===== src/rtl/rom_fetch_reader_pkg.sv =====
`default_nettype none
// +-----------------------------------------------------------------------------+
// | Package   : fetch_pkg                                                        |
// | Purpose   : Shared types and constants for the ROM fetch reader.             |
// | Contents  : fetch_state_t FSM encoding, 6502 reset vector addresses,         |
// |             NOP opcode, ROM window membership helper.                        |
// | Revision  : 1.0 - initial release                                            |
// +-----------------------------------------------------------------------------+
package fetch_pkg;

  typedef enum logic [1:0] {
    VEC_LO = 2'd0,
    VEC_HI = 2'd1,
    STREAM = 2'd2,
    FAULT  = 2'd3
  } fetch_state_t;

  localparam logic [15:0] RESET_VEC_LO = 16'hFFFC;
  localparam logic [15:0] RESET_VEC_HI = 16'hFFFD;
  localparam logic [7:0]  NOP_OPCODE   = 8'hEA;

  // The ROM occupies the top 2^aw bytes, so every address bit above the
  // ROM address width must be set.
  function automatic logic in_rom_window(input logic [15:0] pc, input int unsigned aw);
    return (pc >> aw) == (16'hFFFF >> aw);
  endfunction

endpackage
`default_nettype wire


===== src/rtl/rom_fetch_reader_if.sv =====
`default_nettype none
// +-----------------------------------------------------------------------------+
// | Interface : rom_fetch_reader_if                                              |
// | Purpose   : Bundles the ROM bus, redirect request and byte stream of the     |
// |             ROM fetch reader.                                                |
// | Signals   : rom_addr/rom_cs/rom_oe/rom_data   - ROM read bus                 |
// |             redirect_valid/redirect_pc        - fetch restart request        |
// |             byte_valid/byte_data/byte_pc/byte_ready - prefetched byte stream |
// |             vector_done/fetch_fault           - status                       |
// | Modports  : master (the reader), slave (ROM + CPU front end side)            |
// | Revision  : 1.0 - initial release                                            |
// +-----------------------------------------------------------------------------+
interface rom_fetch_reader_if #(
  parameter int ADDR_WIDTH = 14,
  parameter int DATA_WIDTH = 8
);
  logic [ADDR_WIDTH-1:0] rom_addr;
  logic                  rom_cs;
  logic                  rom_oe;
  logic [DATA_WIDTH-1:0] rom_data;
  logic                  redirect_valid;
  logic [15:0]           redirect_pc;
  logic                  byte_valid;
  logic [DATA_WIDTH-1:0] byte_data;
  logic [15:0]           byte_pc;
  logic                  byte_ready;
  logic                  vector_done;
  logic                  fetch_fault;

  modport master (
    output rom_addr, rom_cs, rom_oe,
    input  rom_data,
    input  redirect_valid, redirect_pc,
    output byte_valid, byte_data, byte_pc,
    input  byte_ready,
    output vector_done, fetch_fault
  );

  modport slave (
    input  rom_addr, rom_cs, rom_oe,
    output rom_data,
    output redirect_valid, redirect_pc,
    input  byte_valid, byte_data, byte_pc,
    output byte_ready,
    input  vector_done, fetch_fault
  );
endinterface
`default_nettype wire


===== src/rtl/prefetch_fifo.sv =====
`default_nettype none
// +-----------------------------------------------------------------------------+
// | Module    : prefetch_fifo                                                    |
// | Purpose   : Small synchronous FIFO holding {pc, byte} prefetch entries.      |
// | Ports     : clk, rst     - clock, synchronous active-high reset              |
// |             push_i/data_i - write an entry (ignored when full, no pop)       |
// |             pop_i        - drop the head entry (ignored when empty)          |
// |             flush_i      - discard all entries; takes priority               |
// |             valid_o/head_o - head entry, driven from flops only              |
// |             count_o      - number of stored entries                          |
// | Revision  : 1.0 - initial release                                            |
// +-----------------------------------------------------------------------------+
module prefetch_fifo #(
  parameter int WIDTH = 24,
  parameter int DEPTH = 4
) (
  input  logic                     clk,
  input  logic                     rst,
  input  logic                     push_i,
  input  logic                     pop_i,
  input  logic                     flush_i,
  input  logic [WIDTH-1:0]         data_i,
  output logic                     valid_o,
  output logic [WIDTH-1:0]         head_o,
  output logic [$clog2(DEPTH):0]   count_o
);
  localparam int PTR_W = $clog2(DEPTH);
  localparam int CNT_W = PTR_W + 1;
  localparam logic [CNT_W-1:0] C_DEPTH = CNT_W'(DEPTH);

  logic [WIDTH-1:0] mem_q [DEPTH];
  logic [PTR_W-1:0] wr_q;
  logic [PTR_W-1:0] rd_q;
  logic [CNT_W-1:0] count_q;
  logic             w_do_pop;
  logic             w_do_push;

  assign w_do_pop  = pop_i && (count_q != '0);
  // A full FIFO still accepts a push when the head leaves in the same cycle.
  assign w_do_push = push_i && ((count_q < C_DEPTH) || w_do_pop);

  always_ff @(posedge clk) begin
    if (rst) begin
      // Storage is cleared so the head reads as zero out of reset.
      for (int i = 0; i < DEPTH; i++) begin
        mem_q[i] <= '0;
      end
      wr_q    <= '0;
      rd_q    <= '0;
      count_q <= '0;
    end else if (flush_i) begin
      wr_q    <= '0;
      rd_q    <= '0;
      count_q <= '0;
    end else begin
      if (w_do_push) begin
        mem_q[wr_q] <= data_i;
        wr_q        <= wr_q + 1'b1;
      end
      if (w_do_pop) begin
        rd_q <= rd_q + 1'b1;
      end
      case ({w_do_push, w_do_pop})
        2'b10:   count_q <= count_q + 1'b1;
        2'b01:   count_q <= count_q - 1'b1;
        default: count_q <= count_q;
      endcase
    end
  end

  assign valid_o = (count_q != '0);
  assign head_o  = mem_q[rd_q];
  assign count_o = count_q;

endmodule
`default_nettype wire


===== src/rtl/rom_fetch_reader.sv =====
`default_nettype none
// +-----------------------------------------------------------------------------+
// | Module    : rom_fetch_reader                                                 |
// | Purpose   : Reads the 6502 reset vector, then streams sequential program     |
// |             bytes from the ROM window into a prefetch FIFO. A redirect       |
// |             flushes the FIFO and restarts fetch at a new PC.                 |
// | Ports     : clk  - clock, rising edge                                        |
// |             rst  - synchronous active-high reset                             |
// |             bus  - rom_fetch_reader_if.master (ROM bus, redirect, byte       |
// |                    stream, vector_done, fetch_fault)                         |
// | Revision  : 1.0 - initial release                                            |
// +-----------------------------------------------------------------------------+
module rom_fetch_reader
  import fetch_pkg::*;
#(
  parameter int ADDR_WIDTH = 14,
  parameter int DATA_WIDTH = 8,
  parameter int FIFO_DEPTH = 4
) (
  input  logic               clk,
  input  logic               rst,
  rom_fetch_reader_if.master bus
);
  localparam int ENTRY_W = 16 + DATA_WIDTH;
  localparam int CNT_W   = $clog2(FIFO_DEPTH) + 1;
  localparam logic [CNT_W-1:0] C_DEPTH = CNT_W'(FIFO_DEPTH);

  fetch_state_t          state_q, state_d;
  logic [15:0]           fetch_pc_q, fetch_pc_d;
  logic [DATA_WIDTH-1:0] vec_lo_q, vec_lo_d;
  logic                  vector_done_q, vector_done_d;
  logic                  fetch_fault_q, fetch_fault_d;

  logic                  w_fetch;
  logic                  w_vec_rd;
  logic                  w_flush;
  logic                  w_pop;
  logic                  w_room;
  logic                  w_valid;
  logic [ADDR_WIDTH-1:0] w_addr;
  logic [ENTRY_W-1:0]    w_head;
  logic [CNT_W-1:0]      w_count;

  assign w_pop  = w_valid && bus.byte_ready;
  assign w_room = (w_count < C_DEPTH) || w_pop;

  always_ff @(posedge clk) begin
    if (rst) begin
      state_q       <= VEC_LO;
      fetch_pc_q    <= '0;
      vec_lo_q      <= '0;
      vector_done_q <= 1'b0;
      fetch_fault_q <= 1'b0;
    end else begin
      state_q       <= state_d;
      fetch_pc_q    <= fetch_pc_d;
      vec_lo_q      <= vec_lo_d;
      vector_done_q <= vector_done_d;
      fetch_fault_q <= fetch_fault_d;
    end
  end

  always_comb begin
    state_d       = state_q;
    fetch_pc_d    = fetch_pc_q;
    vec_lo_d      = vec_lo_q;
    vector_done_d = vector_done_q;
    fetch_fault_d = fetch_fault_q;
    w_fetch       = 1'b0;
    w_vec_rd      = 1'b0;
    w_flush       = 1'b0;
    w_addr        = fetch_pc_q[ADDR_WIDTH-1:0];

    case (state_q)
      // Redirects are ignored while the vector is being read.
      VEC_LO: begin
        w_vec_rd = 1'b1;
        w_addr   = RESET_VEC_LO[ADDR_WIDTH-1:0];
        vec_lo_d = bus.rom_data;
        state_d  = VEC_HI;
      end
      VEC_HI: begin
        w_vec_rd      = 1'b1;
        w_addr        = RESET_VEC_HI[ADDR_WIDTH-1:0];
        fetch_pc_d    = 16'({bus.rom_data, vec_lo_q});
        vector_done_d = 1'b1;
        state_d       = STREAM;
      end
      STREAM: begin
        if (bus.redirect_valid) begin
          w_flush       = 1'b1;
          fetch_pc_d    = bus.redirect_pc;
          fetch_fault_d = 1'b0;
        end else if (!in_rom_window(fetch_pc_q, ADDR_WIDTH)) begin
          // Covers both a redirect outside the ROM and the $FFFF wrap.
          state_d       = FAULT;
          fetch_fault_d = 1'b1;
        end else if (w_room) begin
          w_fetch    = 1'b1;
          fetch_pc_d = fetch_pc_q + 16'd1;
        end
      end
      FAULT: begin
        if (bus.redirect_valid) begin
          w_flush       = 1'b1;
          fetch_pc_d    = bus.redirect_pc;
          fetch_fault_d = 1'b0;
          state_d       = STREAM;
        end
      end
      default: state_d = VEC_LO;
    endcase
  end

  prefetch_fifo #(
    .WIDTH (ENTRY_W),
    .DEPTH (FIFO_DEPTH)
  ) u_fifo (
    .clk     (clk),
    .rst     (rst),
    .push_i  (w_fetch),
    .pop_i   (w_pop),
    .flush_i (w_flush),
    .data_i  ({fetch_pc_q, bus.rom_data}),
    .valid_o (w_valid),
    .head_o  (w_head),
    .count_o (w_count)
  );

  // The FSM sits in VEC_LO during reset; the strobes are masked so the ROM
  // is not selected until reset is released.
  assign bus.rom_cs      = !rst && (w_fetch || w_vec_rd);
  assign bus.rom_oe      = !rst && (w_fetch || w_vec_rd);
  assign bus.rom_addr    = rst ? '0 : w_addr;

  assign bus.byte_valid  = w_valid;
  assign bus.byte_pc     = w_head[ENTRY_W-1 -: 16];
  assign bus.byte_data   = w_head[DATA_WIDTH-1:0];
  assign bus.vector_done = vector_done_q;
  assign bus.fetch_fault = fetch_fault_q;

endmodule
`default_nettype wire


===== src/flat_wrapper.sv =====
// flat-port wrapper written by rule: the top's interface ports become plain ports
module rom_fetch_reader_flat import fetch_pkg::*;
#(
  parameter int ADDR_WIDTH = 14,
  parameter int DATA_WIDTH = 8,
  parameter int FIFO_DEPTH = 4
)
  (clk, rst, bus_rom_addr, bus_rom_cs, bus_rom_oe, bus_rom_data, bus_redirect_valid, bus_redirect_pc, bus_byte_valid, bus_byte_data, bus_byte_pc, bus_byte_ready, bus_vector_done, bus_fetch_fault);
  rom_fetch_reader_if #(.ADDR_WIDTH(ADDR_WIDTH), .DATA_WIDTH(DATA_WIDTH)) bus_i ();
  input  logic clk;
  input  logic rst;
  output wire logic [$bits(bus_i.rom_addr)-1:0] bus_rom_addr;
  output wire logic [$bits(bus_i.rom_cs)-1:0] bus_rom_cs;
  output wire logic [$bits(bus_i.rom_oe)-1:0] bus_rom_oe;
  input wire logic [$bits(bus_i.rom_data)-1:0] bus_rom_data;
  input wire logic [$bits(bus_i.redirect_valid)-1:0] bus_redirect_valid;
  input wire logic [$bits(bus_i.redirect_pc)-1:0] bus_redirect_pc;
  output wire logic [$bits(bus_i.byte_valid)-1:0] bus_byte_valid;
  output wire logic [$bits(bus_i.byte_data)-1:0] bus_byte_data;
  output wire logic [$bits(bus_i.byte_pc)-1:0] bus_byte_pc;
  input wire logic [$bits(bus_i.byte_ready)-1:0] bus_byte_ready;
  output wire logic [$bits(bus_i.vector_done)-1:0] bus_vector_done;
  output wire logic [$bits(bus_i.fetch_fault)-1:0] bus_fetch_fault;
  assign bus_rom_addr = bus_i.rom_addr;
  assign bus_rom_cs = bus_i.rom_cs;
  assign bus_rom_oe = bus_i.rom_oe;
  assign bus_i.rom_data = bus_rom_data;
  assign bus_i.redirect_valid = bus_redirect_valid;
  assign bus_i.redirect_pc = bus_redirect_pc;
  assign bus_byte_valid = bus_i.byte_valid;
  assign bus_byte_data = bus_i.byte_data;
  assign bus_byte_pc = bus_i.byte_pc;
  assign bus_i.byte_ready = bus_byte_ready;
  assign bus_vector_done = bus_i.vector_done;
  assign bus_fetch_fault = bus_i.fetch_fault;
  rom_fetch_reader #(.ADDR_WIDTH(ADDR_WIDTH), .DATA_WIDTH(DATA_WIDTH), .FIFO_DEPTH(FIFO_DEPTH)) u_core (.clk(clk), .rst(rst), .bus(bus_i));
endmodule

===== config.mk =====
export PLATFORM = sky130hd
export DESIGN_NAME = rom_fetch_reader_flat
export DESIGN_NICKNAME = d
export VERILOG_FILES = /design/src/rtl/rom_fetch_reader_pkg.sv /design/src/rtl/rom_fetch_reader_if.sv /design/src/rtl/prefetch_fifo.sv /design/src/rtl/rom_fetch_reader.sv /design/src/flat_wrapper.sv
export SDC_FILE = /design/constraint.sdc
export NUM_CORES = 1
export LEC_CHECK = 0
export CAP_MARGIN = 20
export CORE_ASPECT_RATIO = 1.2
export CORE_MARGIN = 5
export CORE_UTILIZATION = 35
export DETAILED_ROUTE_END_ITERATION = 8
export GPL_TIMING_DRIVEN = 1
export MAX_ROUTING_LAYER = met4
export SLEW_MARGIN = 15
export SYNTH_ARGS = -nofsm -noshare
export SYNTH_HDL_FRONTEND = slang
export SYNTH_HIERARCHICAL = 1
export SYNTH_SLANG_ARGS = --single-unit
export TNS_END_PERCENT = 10

===== constraint.sdc =====
create_clock -name clk -period 4.05 [get_ports clk]
set_clock_uncertainty 0.05 [all_clocks]
set_input_delay 0.6075 -clock clk [delete_from_list [all_inputs] [get_ports clk]]
set_output_delay 0.6075 -clock clk [all_outputs]
set_load 0.01 [all_outputs]

==> parameters.txt <==
Parameter                              Value

Power and ir drop
  Power consumption    3450 uW
  Ratio of total power to cell area    430 nW/um^2
  LEAKAGE    0.00277 uW
  Max VDD drop    0.000225 V

GRT
  Grt ovf    0
  Antenna violations before repair    0
  Via count of the first global-routing pass    4527
  GRT Resource Usage Total    15.6%
  Wire length of the first global-routing pass    25.5 mm
  Maximum number of pins on one net before global-route repair    38

Logic synthesis
  Netlist area before placement    6570 um^2
  Post-synthesis compound-gate area fraction    9.59%
  Combinational family with the most area after synthesis    simple AND/OR/NAND/NOR gates
  Distinct cell type count of the synthesized netlist    57
  Proportion of synthesized area in mux cells    8.68%
  Number of cells produced by synthesis    526
  Flops & latches, synth    133
  Most used flip-flop cell after synthesis    sky130_fd_sc_hd__edfxtp_1
  Number of flops mapped to enable cells by yosys    96
  Post-Synth XOR/XNOR Area    2.00%
  Synth warn    6
  Sequential fraction of the synthesis area    55.1%
  Mean Syn Cell Area    12.5 um^2
  Basic-gate share of the synthesized area counting and, or, nand and nor cells    19.2%
  Nets in the synthesized netlist    557
  Post-Synth Adder-Cell Area    0.685%
  Share of flip-flops with an asynchronous set or reset after synthesis    0%

Clock network
  Post-CTS setup buffers    0
  TritonCTS clock tree    done
  Total CTS buffers    17
  Number of buffers on the longest clock path    2
  Number of clock sinks    133
  Number of gates resized after CTS    0
  CTS Hold Buffers Added    0
  Clock insertion delay at the later pin of the skew report    0.41 ns
  Root cell of the clock tree    sky130_fd_sc_hd__clkbuf_16
  Number of H-tree branching levels    4
  Clock slew seen by the registers of the worst setup and hold paths    0.06 ns

Outcome
  Outcome    complete, no violations

Timing
  Number of hold violations in the final report    0
  Setup violations, final    0
  Final worst path period share    74.7%
  Min Tclk post-route    3.03 ns
  Max-slew violation total from the final report    0
  Unrepaired setup endpoints after global routing    false
  Highest attainable clock frequency    330 MHz
  Worst slew margin relative to its limit    45.6%
  Transition time at the pin with the least slew margin    0.816 ns
  Final setup TNS    0 ns

Floorplanning
  Die Height    160 um
  Horizontal die dimension    135 um
  Number of ports placed on the die boundary    71
  Placeable core region    18600 um^2
  Die Outline Area    21600 um^2
  Standard-cell row count    55
  Starting Density    35.2%

Route
  Via count    4407
  First drt pass iteration count    6
  Number of vias per cell    5.12
  Antenna-violating nets left    0
  Total wirelength of the detailed-routed design    16.0 mm
  Average routed wire per standard cell    18.6 um
  Residual DRC    0
  Violation count after the first detailed-routing iteration    272

Layout
  Antenna Cells    0
  Filler cell count in the final layout    1733
  Net count reported at finish    623
  Ratio of cells with drive above 1 in the final layout    15.4%
  Area delta synth->final    22.3%

Critical path
  Arrival time at the worst endpoint    3.32 ns
  Critical path capture point type    flop
  Critical Path Slowest Stage Cell    sky130_fd_sc_hd__and2b_1
  Dominant cell type by count on the critical path    sky130_fd_sc_hd__or3_1
  Endpoint required time on the critical path    4.34 ns
  Crit path launch type    flop
  Max FO, Critical Path    8
  Cell chain of the critical path    or3_1, and2_1, and2b_1, nand2b_1, ha_1, inv_1, fa_1, xor2_1, or3_1, a21oi_1
  Delay contributed by the slowest stage of the critical path    0.52 ns
  Kind of critical path    reg2reg

Hold path
  Type of the tightest min-delay check    reg2reg

Place
  Half-perimeter wire length after detailed placement    10.6 mm
  Quantity of I/O buffers inserted on ports    70
  Final RePlAce weighted congestion    0.840

Job
  Max capacitance violation total    0
## layout by cell type (no fill, tap or decap), types with 3 or more instances in the layout
cell type                          n
sky130_fd_sc_hd__and2_2            4
sky130_fd_sc_hd__nand2b_1         12
sky130_fd_sc_hd__o21ai_0          14
sky130_fd_sc_hd__a211oi_1          3
sky130_fd_sc_hd__bufinv_16         3
sky130_fd_sc_hd__and2_1           94
sky130_fd_sc_hd__mux4_2           24
sky130_fd_sc_hd__inv_1            22
sky130_fd_sc_hd__mux2i_1           3
sky130_fd_sc_hd__nand3_1           8
sky130_fd_sc_hd__nor3_1            4
sky130_fd_sc_hd__a21oi_1          32
sky130_fd_sc_hd__edfxtp_1         96
sky130_fd_sc_hd__o211ai_1         10
sky130_fd_sc_hd__nor2_1           21
sky130_fd_sc_hd__or2_2             4
sky130_fd_sc_hd__a221oi_1         14
sky130_fd_sc_hd__clkinv_2          3
sky130_fd_sc_hd__nor4_2            4
sky130_fd_sc_hd__buf_4            12
sky130_fd_sc_hd__clkdlybuf4s50_1  69
sky130_fd_sc_hd__clkbuf_16        17
sky130_fd_sc_hd__xnor2_1          10
sky130_fd_sc_hd__nor4_4            4
sky130_fd_sc_hd__nand2_1          25
sky130_fd_sc_hd__dfxtp_1          37
sky130_fd_sc_hd__or3_1             3
sky130_fd_sc_hd__xor2_1            5
sky130_fd_sc_hd__clkinv_4          3
## final cells by class
type                       instances  area (um^2)  area share, %
multi-input combinational        336         2640           32.8
clock buffer                      18          429           5.34
clock inverter                    13          159           1.98
tap                              256          320           3.98
inverter                          22         82.6           1.03
sequential                       133         3620           45.1
timing repair buffer              82          786           9.77
## kinds of logic (layout without fill, tap and decap cells)
group,count (synthesis),count (layout)
fa+ha+maj,3,3
buf+inv,57,135
compound gates,93,93
flops,133,133
mux,27,27
xor+xnor,15,15
simple gates,198,198
## power by group
group	leakage, uW	internal (uW)	total [uW]	switching [uW]
clock network	0.000284	962	1520	555
registers	0.00129	1520	1600	75.7
logic	0.00119	151	341	190
## flip-flops by register name (all words and copies together) (netlist names), named ones only
name,count
u_core/u_fifo/count_o,3
u_core/state_q,2
u_core/u_fifo/rd_q,2
u_core/u_fifo/mem_q,96
u_core/vec_lo_q,8
u_core/fetch_pc_q,16
u_core/u_fifo/wr_q,2
u_core/bus.vector_done,1
u_core/bus.fetch_fault,1
## metal layers
layer / vias to the layer above / share of wire (%) / GRT usage, % / routed length [um]
met3: 32 / 4.9 / 3.28 / 781
met2: 157 / 50 / 25.0 / 8050
li1: 2064 / - / - / -
met1: 2154 / 42 / 19.3 / 6730
met5: - / 0 / - / 0
met4: 0 / 2.9 / 6.28 / 463
## critical path: cells and delay by family, from the launching register on
kind	cells	cell delay (ns)
flops	1	0.36
compound gates	1	0.14
xor+xnor	1	0.16
fa+ha+maj	2	0.56
simple gates	5	1.62
buf+inv	1	0.07
## metrics by stage
stage               area [um^2]  utilization (%)  std cells  hold slack (ns)  worst slack (ns)
finish                     8040             43.1        860            0.409              1.02
floorplan                  6570                -        526            0.403              1.38
global route               8040             43.1        860            0.448             0.913
CTS                        8040             43.1        860            0.416              1.00
detailed placement         7450             40.0        829            0.405             0.746
global placement           7450             40.0        829            0.397             0.819
## synth_stat cells, types with 4 or more instances
| cell type | count | area share (%) |
|---|---|---|
| sky130_fd_sc_hd__nor4_2 | 4 | 0.76 |
| sky130_fd_sc_hd__dfxtp_1 | 37 | 11 |
| sky130_fd_sc_hd__and2_1 | 94 | 8.9 |
| sky130_fd_sc_hd__o211ai_1 | 10 | 1.1 |
| sky130_fd_sc_hd__inv_1 | 22 | 1.3 |
| sky130_fd_sc_hd__nor4_4 | 4 | 1.3 |
| sky130_fd_sc_hd__nand2_1 | 25 | 1.4 |
| sky130_fd_sc_hd__a221oi_1 | 14 | 1.9 |
| sky130_fd_sc_hd__o21ai_0 | 14 | 1.1 |
| sky130_fd_sc_hd__nand3_1 | 8 | 0.61 |
| sky130_fd_sc_hd__edfxtp_1 | 96 | 44 |
| sky130_fd_sc_hd__clkbuf_1 | 16 | 0.91 |
| sky130_fd_sc_hd__nand2b_1 | 12 | 1.1 |
| sky130_fd_sc_hd__xor2_1 | 5 | 0.67 |
| sky130_fd_sc_hd__xnor2_1 | 10 | 1.3 |
| sky130_fd_sc_hd__or2_2 | 4 | 0.38 |
| sky130_fd_sc_hd__buf_2 | 5 | 0.38 |
| sky130_fd_sc_hd__mux4_2 | 24 | 8.2 |
| sky130_fd_sc_hd__and2_2 | 4 | 0.46 |
| sky130_fd_sc_hd__a21oi_1 | 32 | 2.4 |
| sky130_fd_sc_hd__nor3_1 | 4 | 0.30 |
| sky130_fd_sc_hd__nor2_1 | 21 | 1.2 |
| sky130_fd_sc_hd__buf_6 | 11 | 1.9 |
## final timing paths
path,startpoint,endpoint,slack [ns],depth (start not counted)
worst max-delay path,u_core/u_fifo/count_o[2]$_SDFFE_PP0P_,u_core/u_fifo/count_o[2]$_SDFFE_PP0P_,1.02,10
worst min register to register,u_core/bus.vector_done$_SDFFE_PP0P_,u_core/bus.vector_done$_SDFFE_PP0P_,0.41,2
worst max register to register,u_core/u_fifo/count_o[2]$_SDFFE_PP0P_,u_core/u_fifo/count_o[2]$_SDFFE_PP0P_,1.02,10
worst min-delay path,u_core/bus.vector_done$_SDFFE_PP0P_,u_core/bus.vector_done$_SDFFE_PP0P_,0.41,2
Note: power is estimated with default switching activity, not from simulation.
